==> src/rtl/vga_scan_gen.sv <==
// ---------------------------------------------------------------------------
// vga_scan_gen
//   Raster scan generator for 640x480@60 VGA (timing set by parameters).
//   Walks hpos/vpos across the frame once per pixel-clock enable. It registers
//   the colour that the brick logic returns for that position into a blanked
//   pixel output. The syncs are registered on the same enable, so they stay
//   aligned with that pixel output.
//
//   Optional feature macro: VGA_TESTPATTERN_EN
//     defined   -> couleur is ignored, visible pixels show {hpos[7:5], vpos[6:5]}
//     undefined -> visible pixels show couleur
//
// Ports
//   clk          in   system clock
//   reset_n      in   asynchronous reset, active low
//   hpos         out  current pixel column, 0..H_TOT-1
//   vpos         out  current line, 0..V_TOT-1
//   active       out  hpos/vpos inside the visible area (combinational)
//   couleur      in   colour from brick logic, combinational from hpos/vpos
//   pix_out      out  registered colour, 0 while blanked
//   hsync_n      out  horizontal sync, active low, aligned to pix_out
//   vsync_n      out  vertical sync, active low, aligned to pix_out
//   blank        out  1 outside the visible area, aligned to pix_out
//   frame_start  out  one-clk pulse on the pix_ce that enters hpos=0,vpos=0
//   pix_ce       out  pixel clock enable, one clk wide every CLK_DIV clks
// ---------------------------------------------------------------------------
module vga_scan_gen #(
    parameter int CLK_DIV = 2,
    parameter int H_VIS   = 640,
    parameter int H_FP    = 16,
    parameter int H_SYNC  = 96,
    parameter int H_BP    = 48,
    parameter int V_VIS   = 480,
    parameter int V_FP    = 10,
    parameter int V_SYNC  = 2,
    parameter int V_BP    = 33
) (
    input  logic        clk,
    input  logic        reset_n,
    output logic [10:0] hpos,
    output logic [10:0] vpos,
    output logic        active,
    input  logic [4:0]  couleur,
    output logic [4:0]  pix_out,
    output logic        hsync_n,
    output logic        vsync_n,
    output logic        blank,
    output logic        frame_start,
    output logic        pix_ce
);

    localparam int H_TOT = H_VIS + H_FP + H_SYNC + H_BP;
    localparam int V_TOT = V_VIS + V_FP + V_SYNC + V_BP;
    localparam int DIV_W = (CLK_DIV > 1) ? $clog2(CLK_DIV) : 1;

    localparam logic [10:0]      H_LAST   = 11'(H_TOT - 1);
    localparam logic [10:0]      V_LAST   = 11'(V_TOT - 1);
    localparam logic [10:0]      H_VIS_W  = 11'(H_VIS);
    localparam logic [10:0]      V_VIS_W  = 11'(V_VIS);
    localparam logic [10:0]      HS_START = 11'(H_VIS + H_FP);
    localparam logic [10:0]      HS_END   = 11'(H_VIS + H_FP + H_SYNC);
    localparam logic [10:0]      VS_START = 11'(V_VIS + V_FP);
    localparam logic [10:0]      VS_END   = 11'(V_VIS + V_FP + V_SYNC);
    localparam logic [DIV_W-1:0] DIV_LAST = DIV_W'(CLK_DIV - 1);

    logic [DIV_W-1:0] div_cnt;
    logic [DIV_W-1:0] div_next;
    logic             h_last;
    logic             v_last;
    logic             hsync_on;
    logic             vsync_on;
    logic [4:0]       vis_colour;

    // ------------------------------------------------------------------
    // Pixel divider
    // ------------------------------------------------------------------
    assign div_next = (div_cnt == DIV_LAST) ? '0 : div_cnt + 1'b1;

    // NOTE: pix_ce is a flop that mirrors (div_cnt == DIV_LAST) rather than a
    // decode of it. Reset can then force it low, which a pure decode could not
    // do for CLK_DIV=1, where the count is permanently at its last value.
    // NOTE: state is updated with <= so that every flop samples pre-edge values.
    always_ff @(posedge clk or negedge reset_n) begin
        if (!reset_n) begin
            div_cnt <= '0;
            pix_ce  <= 1'b0;
        end else begin
            div_cnt <= div_next;
            pix_ce  <= (div_next == DIV_LAST);
        end
    end

    // ------------------------------------------------------------------
    // Scan counters
    // ------------------------------------------------------------------
    assign h_last = (hpos == H_LAST);
    assign v_last = (vpos == V_LAST);

    always_ff @(posedge clk or negedge reset_n) begin
        if (!reset_n) begin
            hpos <= '0;
            vpos <= '0;
        end else if (pix_ce) begin
            if (h_last) begin
                hpos <= '0;
                vpos <= v_last ? 11'd0 : vpos + 11'd1;
            end else begin
                hpos <= hpos + 11'd1;
            end
        end
    end

    assign active      = (hpos < H_VIS_W) && (vpos < V_VIS_W);
    assign frame_start = pix_ce && h_last && v_last;

    assign hsync_on = (hpos >= HS_START) && (hpos < HS_END);
    assign vsync_on = (vpos >= VS_START) && (vpos < VS_END);

`ifdef VGA_TESTPATTERN_EN
    // 8 column bands x 4 row bands; couleur is intentionally left unused.
    assign vis_colour = {hpos[7:5], vpos[6:5]};
`else
    assign vis_colour = couleur;
`endif

    // ------------------------------------------------------------------
    // Output stage: one pixel of latency, so the syncs and blanking line up
    // with the colour that was sampled for the same hpos/vpos.
    // ------------------------------------------------------------------
    always_ff @(posedge clk or negedge reset_n) begin
        if (!reset_n) begin
            pix_out <= '0;
            blank   <= 1'b1;
            hsync_n <= 1'b1;
            vsync_n <= 1'b1;
        end else if (pix_ce) begin
            pix_out <= active ? vis_colour : 5'd0;
            blank   <= ~active;
            hsync_n <= ~hsync_on;
            vsync_n <= ~vsync_on;
        end
    end

endmodule

==> config.mk <==
export PLATFORM = sky130hd
export DESIGN_NAME = vga_scan_gen
export DESIGN_NICKNAME = d
export VERILOG_FILES = /design/src/rtl/vga_scan_gen.sv
export SDC_FILE = /design/constraint.sdc
export NUM_CORES = 1
export LEC_CHECK = 0
export ABC_AREA = 1
export CORE_MARGIN = 2
export CORE_UTILIZATION = 43
export DETAILED_ROUTE_END_ITERATION = 10
export MAX_ROUTING_LAYER = met4
export PLACE_DENSITY = 0.69
export RECOVER_POWER = 25
export SYNTH_ARGS = -nofsm -noshare
export SYNTH_HDL_FRONTEND = slang
export SYNTH_SLANG_ARGS = --single-unit
==> constraint.sdc <==
create_clock -name clk -period 1.8 [get_ports clk]
set_clock_uncertainty 0.2 [all_clocks]
set_input_delay 0.36 -clock clk [delete_from_list [all_inputs] [get_ports clk]]
set_output_delay 0.36 -clock clk [all_outputs]
set_load 0.01 [all_outputs]
==> results of run 1 <==
logic make-up after synthesis:
| kind of cell | share of synthesized area, % |
|---|---|
| buffers and inverters | 7.17 |
| XOR/XNOR | 2.79 |
| AO/OA/AOI/OAI | 3.98 |
| adder cells (fa/ha/maj) | 1.99 |
| AND/OR/NAND/NOR | 42.7 |
| flip-flops | 41.4 |
power by group through the flow:
stage	Sequential, mW	Combinational [mW]	Clock, mW
3_3_place_gp	0.719	0.0512	0
3_5_place_dp	0.719	0.0521	0
5_1_grt	0.706	0.0523	0.655
4_1_cts	0.706	0.0524	0.619
2_1_floorplan	0.721	0.00424	0
6_report	0.706	0.0458	0.606
flip-flops by register name, indices dropped and copies added, names as in the netlist:
register and count:
blank 1, div_cnt 1, hpos 11, hsync_n 1
pix_out 5, vpos 11, vsync_n 1
worst max-delay path: cells and delay by family (launching register included):
family        cells  cell delay [ns]
simple gates      4             0.33
fa+ha+maj         1             0.13
buf+inv           4             0.31
flops             1             0.38
final cells by class:
type | instances | area [um2] | area share [%]
tap | 52 | 65.1 | 2.29
timing repair buffer | 93 | 763 | 26.8
multi-input combinational | 177 | 1020 | 35.7
inverter | 32 | 120 | 4.22
clock buffer | 8 | 100 | 3.52
sequential | 31 | 781 | 27.4
synthesized netlist by cell type:
| cell type | instances |
|---|---|
| nand2_1 | 83 |
| inv_1 | 24 |
| nor3_2 | 2 |
| dfrtp_1 | 28 |
| ha_1 | 3 |
| o211ai_1 | 1 |
| nand3_4 | 2 |
| nand4_1 | 3 |
| nor2_2 | 6 |
| buf_2 | 3 |
| nor2_4 | 8 |
| nand4_4 | 1 |
| o21ai_0 | 2 |
| inv_2 | 7 |
| a41oi_1 | 1 |
| a31oi_1 | 1 |
| o21ai_1 | 7 |
| nor2_1 | 24 |
| nand3_2 | 8 |
| dfstp_2 | 3 |
| xor2_1 | 6 |
| nand2_2 | 4 |
| clkinv_1 | 1 |
| nand3b_1 | 2 |
| nand3_1 | 9 |
| nor3_1 | 3 |
| a22oi_1 | 1 |
routing by layer:
layer,part of all wire [%],global-route usage (%),vias to the layer above
met2,48,34.0,42
met1,46,27.7,892
li1,-,-,957
met4,1.6,6.84,0
met5,0,-,-
met3,4.4,4.91,8
how the worst min path moves through the flow:
stage	end	slack [ns]	start
detailed placement	pix_out[0]$_DFFE_PN0P_	0.28	pix_out[0]$_DFFE_PN0P_
global placement	pix_out[3]$_DFFE_PN0P_	0.27	pix_out[3]$_DFFE_PN0P_
finish	pix_out[0]$_DFFE_PN0P_	0.29	pix_out[0]$_DFFE_PN0P_
floorplan	div_cnt$_DFF_PN0_	-0.14	reset_n
CTS	vpos[6]$_DFFE_PN0P_	0.24	reset_n
global route	pix_out[2]$_DFFE_PN0P_	0.31	pix_out[2]$_DFFE_PN0P_
repair_timing:
| item | 4_1_cts | 5_1_grt |
|---|---|---|
| endpoints found under the setup margin | 28 | 5 |
| hold buffers | 0 | 0 |
| pin swaps | 5 | 5 |
| buffers inserted | 8 | 2 |
| resized for setup | 49 | 5 |
==> metrics, run 1 <==
outcome finished with violations; failing checks negative setup slack; commonest non-fill, non-tap cells in the layout 80 x nand2_1, 50 x buf_4, 27 x dfrtp_1, 25 x dlygate4sd2_1, 21 x inv_1; final instance area 2850 um2; first-pass GRT wire length 8120 um; Reg power frac 52.0%; routed length per instance 12.2 um; Pwr Total 1.36 mW; dpl cell area 2670 um2; Synth Net Count 253; Synth cell types 27; Core Footprint 4290 um2; Max Root-Sink Buffers 2; YS warnings 0; setup ws final -0.197 ns; Pwr Density 477 nW/um2; most area-hungry cell type in the Yosys netlist dfrtp_1; TritonCTS Sinks 31; post-route ant nets 0; top cells by area, synth dfrtp_1 37%, nand2_1 17%, inv_1 4.8%; Nets 350; most used cell, CP inv_2; Initial DRC Count 100; Final Cycle Share 111%; initial antenna violation count 0; switching share of power 20.9%; Ant. Diodes 0; die area 4930 um2; startpoint types flop; Switch Pwr 0.283 mW; commonest non-fill, non-tap cell in the layout nand2_1; Layout fillers 365; Final Setup Violations 2; Fmax 501 MHz; Routed WL 4800 um; initial core utilization 43.9%; Detail Placement HPWL 3510 um; Worst EP arrival 1.44 ns; endpoint type of the worst setup path primary output; root buf cell clkbuf_8; Avg Vias per Cell 4.83; Clock power frac 44.6%; Worst Tran Pin Value 0.786 ns; Site Rows 24; crit path capture frame_start; Worst R2R Setup Slack 0.12 ns; DR DRC count 0; synth-to-layout area growth 51.1%; maximum VDD drop 0.000334 V; CP max stage delay 0.38 ns; GRT Util Overall 21.5%; Yosys reg bits 31; leakage 1.48 nW; Final Util 66.3%; final non-filler cell total 393; FF-to-FF path depth 12; post-synthesis sequential area ratio 41.4%; slowest CP cell dfrtp_1; DP Worst Slack -0.336 ns; post-synth top area share 37.2%; Setup TNS Final -0.269 ns; IO Port Bufs 39; Worst Path Required 1.24 ns; Worst R2R End vpos[9]$_DFFE_PN0P_; Mapped Avg Cell Area 7.75 um2; vias in the first global route 1,753; Cell Chain, Critical Path inv_2, ha_4, nand2_2, inv_2, nand3_2, nor2_4, inv_2, nor2_2, buf_2; R2R Path Start vpos[1]$_DFFE_PN0P_; share of layout cells above drive strength 1 34.3%; clock buffer count from CTS 5; Max Slew Vio Count 0; Gate power share 3.4%; crit path from vpos[1]$_DFFE_PN0P_; Mapped Cells 243; routability congestion estimate 0.917; clk slew on worst S/H paths 0.06 ns; # IOs 40; Pre-Repair DR Iteration Count 4; Max-slew headroom 47.6%; area of the mapped netlist 1880 um2; count of final hold-check violations 0; vias after detailed routing 1,899; Chip Width 70.2 um; Hold Path Class flop to flop; Die H 70.2 um; Worst Hold Slack 0.290 ns; internal power 1.07 mW; clock latency on the worst-skew pair 0.29 ns; dpl cells 375; largest net degree at the start of global routing 32; H-tree depth 2; crit path time final 2.00 ns; TritonCTS clock tree built; RSZ-0062 raised after global routing yes; kind of critical path flop to primary output; crit-path max FO 2; Hold Crit Depth 2; gr ovfl total 0; maxcap violations 0
Power figures use the tool's default switching activity.
==> inputs of run 2 (changes only) <==
--- a/config.mk
+++ b/config.mk
@@ -7,11 +7,11 @@
 export LEC_CHECK = 0
 export ABC_AREA = 1
 export CORE_MARGIN = 2
-export CORE_UTILIZATION = 43
+export CORE_UTILIZATION = 35
 export DETAILED_ROUTE_END_ITERATION = 10
 export MAX_ROUTING_LAYER = met4
-export PLACE_DENSITY = 0.69
 export RECOVER_POWER = 25
 export SYNTH_ARGS = -nofsm -noshare
 export SYNTH_HDL_FRONTEND = slang
 export SYNTH_SLANG_ARGS = --single-unit
+export TNS_END_PERCENT = 50
==> constraint.sdc (replaced) <==
create_clock -name clk -period 2.15 [get_ports clk]
set_clock_uncertainty 0.2 [all_clocks]
set_input_delay 0.43 -clock clk [delete_from_list [all_inputs] [get_ports clk]]
set_output_delay 0.43 -clock clk [all_outputs]
set_load 0.01 [all_outputs]
==> run 2 against run 1 <==
- hold slack worse by 0.0076 ns
- the flow now finishes without violations
- critical path depth decreased by 6
- sequential share of layout area is 1.1 points higher
==> metrics, run 2 (same netlist as run 1, synthesis figures left out) <==
GRT Util Overall 18.0% (-3.5 points); Worst Tran Pin Value 0.820 ns (+0.0339 ns); FF-to-FF path depth 10 (-2); hold buffers post-CTS 0 (unchanged); Switch Pwr 0.242 mW (-14%); startpoint types flop; initial core utilization 36.7% (-7.2 points); leakage 1.29 nW (-13%); share of layout cells above drive strength 1 28.2% (-6.1 points); initial antenna violation count 0 (unchanged); maximum VDD drop 0.000303 V (-9.5%); most used cell, CP buf_4; Worst R2R Setup Slack 0.48 ns (+0.36 ns); Reg power frac 49.7% (-2.3 points); setup ws final 0.0680 ns (+0.265 ns); Fmax 480 MHz; DR DRC count 0 (unchanged); vias after detailed routing 1,809 (-4.7%); final non-filler cell total 393 (unchanged); gr ovfl total 0 (unchanged); Gate power share 3.3% (about the same); CP max stage delay 0.47 ns (+0.09 ns); synth-to-layout area growth 45.1%; largest net degree at the start of global routing 32 (unchanged); Max Root-Sink Buffers 2 (unchanged); slowest CP cell clkdlybuf4s50_1; Site Rows 26 (+8.3%); Initial DRC Count 81 (-19%); Worst EP arrival 1.45 ns (about the same); # IOs 40 (unchanged); Cell Chain, Critical Path buf_4, buf_4, clkdlybuf4s50_1; Hold Path Class flop to flop; maxcap violations 0 (unchanged); H-tree depth 2 (unchanged); Chip Width 77.4 um (+10%); Detail Placement HPWL 3610 um (+3.0%); Worst Path Required 1.52 ns (+0.28 ns); Final Setup Violations 0 (-2); Pwr Density 435 nW/um2 (-8.8%); RSZ-0062 raised after global routing yes; first-pass GRT wire length 8340 um (+2.6%); count of final hold-check violations 0 (unchanged); Clock power frac 47.1% (+2.5 points); Final Cycle Share 96.8%; Pre-Repair DR Iteration Count 4 (unchanged); endpoint type of the worst setup path primary output; vias in the first global route 1,750 (-0.17%); IO Port Bufs 39 (unchanged); root buf cell clkbuf_8; routed length per instance 12.0 um (-1.5%); TritonCTS Sinks 31 (unchanged); Max Slew Vio Count 0 (unchanged); clock buffer count from CTS 5 (unchanged); CP bufs+invs 3 (-1); outcome completed; routability congestion estimate 0.876 (-4.5%); Setup TNS Final 0 ns (+0.269 ns); TritonCTS clock tree built; Ant. Diodes 0 (unchanged); top cell family by delay on the critical path buffers and inverters; Routed WL 4730 um (-1.5%); dpl cells 383 (+2.1%); biggest regs hpos (11), vpos (11), pix_out (5); WP depth 3 (-6); DP Worst Slack -0.0631 ns (+0.273 ns); internal power 0.947 mW (-12%); Core Footprint 5140 um2 (+20%); crit-path max FO 3 (+1); die area 5990 um2 (+22%); kind of critical path flop to primary output; switching share of power 20.4% (-0.47 points); Avg Vias per Cell 4.60 (-4.7%); commonest non-fill, non-tap cells in the layout 83 x nand2_1, 36 x clkdlybuf4s50_1, 36 x buf_4, 27 x dfrtp_1, 22 x inv_1; Max-slew headroom 45.3% (-2.3 points); Die H 77.4 um (+10%); clk slew on worst S/H paths 0.06 ns (about the same); Layout fillers 520 (+42%); Hold Crit Depth 2 (unchanged); Nets 333 (-4.9%); Pwr Total 1.19 mW (-12%); clock latency on the worst-skew pair 0.29 ns (about the same); crit path time final 2.08 ns; post-route ant nets 0 (unchanged); commonest non-fill, non-tap cell in the layout nand2_1
==> run 2: cell count changes in the layout (fill, tap and decap cells not counted), moves of 2 or more <==
| cell | delta |
|---|---|
| buf_4 | -14 |
| ha_1 | +2 |
| clkbuf_8 | -2 |
| clkdlybuf4s50_1 | +26 |
| buf_6 | -3 |
| dlygate4sd2_1 | -25 |
| nand2_1 | +3 |
| nand2_2 | -2 |
==> run 2: per-stage QoR <==
step           cell area [um2]  util [%]  hold WS, ns
2_1_floorplan             1880         -      -0.0656
3_3_place_gp              2600      50.6        0.264
3_5_place_dp              2600      50.6        0.265
4_1_cts                   2720      52.9        0.285
5_1_grt                   2730      53.2        0.333
6_report                  2730      53.2        0.282
==> run 2: power by group through the flow <==
stage | clock (mW) | combinational, mW | sequential [mW]
after floorplan | 0 | 0.00355 | 0.604
after global placement | 0 | 0.0406 | 0.602
after detailed placement | 0 | 0.0414 | 0.601
after CTS | 0.578 | 0.0413 | 0.591
after global routing | 0.589 | 0.0436 | 0.591
final | 0.560 | 0.0387 | 0.591
==> run 2: repair_timing <==
item	4_1_cts	5_1_grt
setup endpoints to repair	2	2
endpoints found under the hold margin	0	0
gates resized for setup	8	5
pin swaps	0	1
buffers inserted	2	1
==> run 2: path summary, 6_finish.rpt <==
kind,from,end
hold / removal,pix_out[4]$_DFFE_PN0P_,pix_out[4]$_DFFE_PN0P_
setup / recovery,hpos[10]$_DFFE_PN0P_,hpos[10]
max in group asynchronous,reset_n,hpos[10]$_DFFE_PN0P_
setup reg to reg,vpos[0]$_DFFE_PN0P_,vpos[10]$_DFFE_PN0P_
hold reg to reg,pix_out[4]$_DFFE_PN0P_,pix_out[4]$_DFFE_PN0P_
min in group asynchronous,reset_n,hpos[0]$_DFFE_PN0P_
==> run 2: final cells by class <==
| type | instances | area, um2 | share of cell area [%] |
|---|---|---|---|
| inverter | 32 | 120 | 4.39 |
| timing repair buffer | 76 | 661 | 24.2 |
| sequential | 31 | 781 | 28.6 |
| multi-input combinational | 177 | 982 | 35.9 |
| clock buffer | 6 | 72.6 | 2.65 |
| tap | 70 | 87.6 | 3.20 |
| clock inverter | 1 | 30.0 | 1.10 |
==> run 2: worst reg2reg max path, delay by kind of cell, from the launching register on <==
| family | cells | cell delay, ns |
|---|---|---|
| adder cells (fa/ha/maj) | 1 | 0.22 |
| buffers and inverters | 2 | 0.23 |
| flip-flops | 1 | 0.37 |
| AND/OR/NAND/NOR | 7 | 0.56 |
==> run 2: layer usage <==
metal / wire length (um) / global-route usage (%) / vias to the layer above
li1: - / - / 925
met1: 2230 / 24.1 / 827
met2: 2140 / 26.8 / 47
met3: 249 / 4.07 / 10
met4: 110 / 6.61 / 0
met5: 0 / - / -
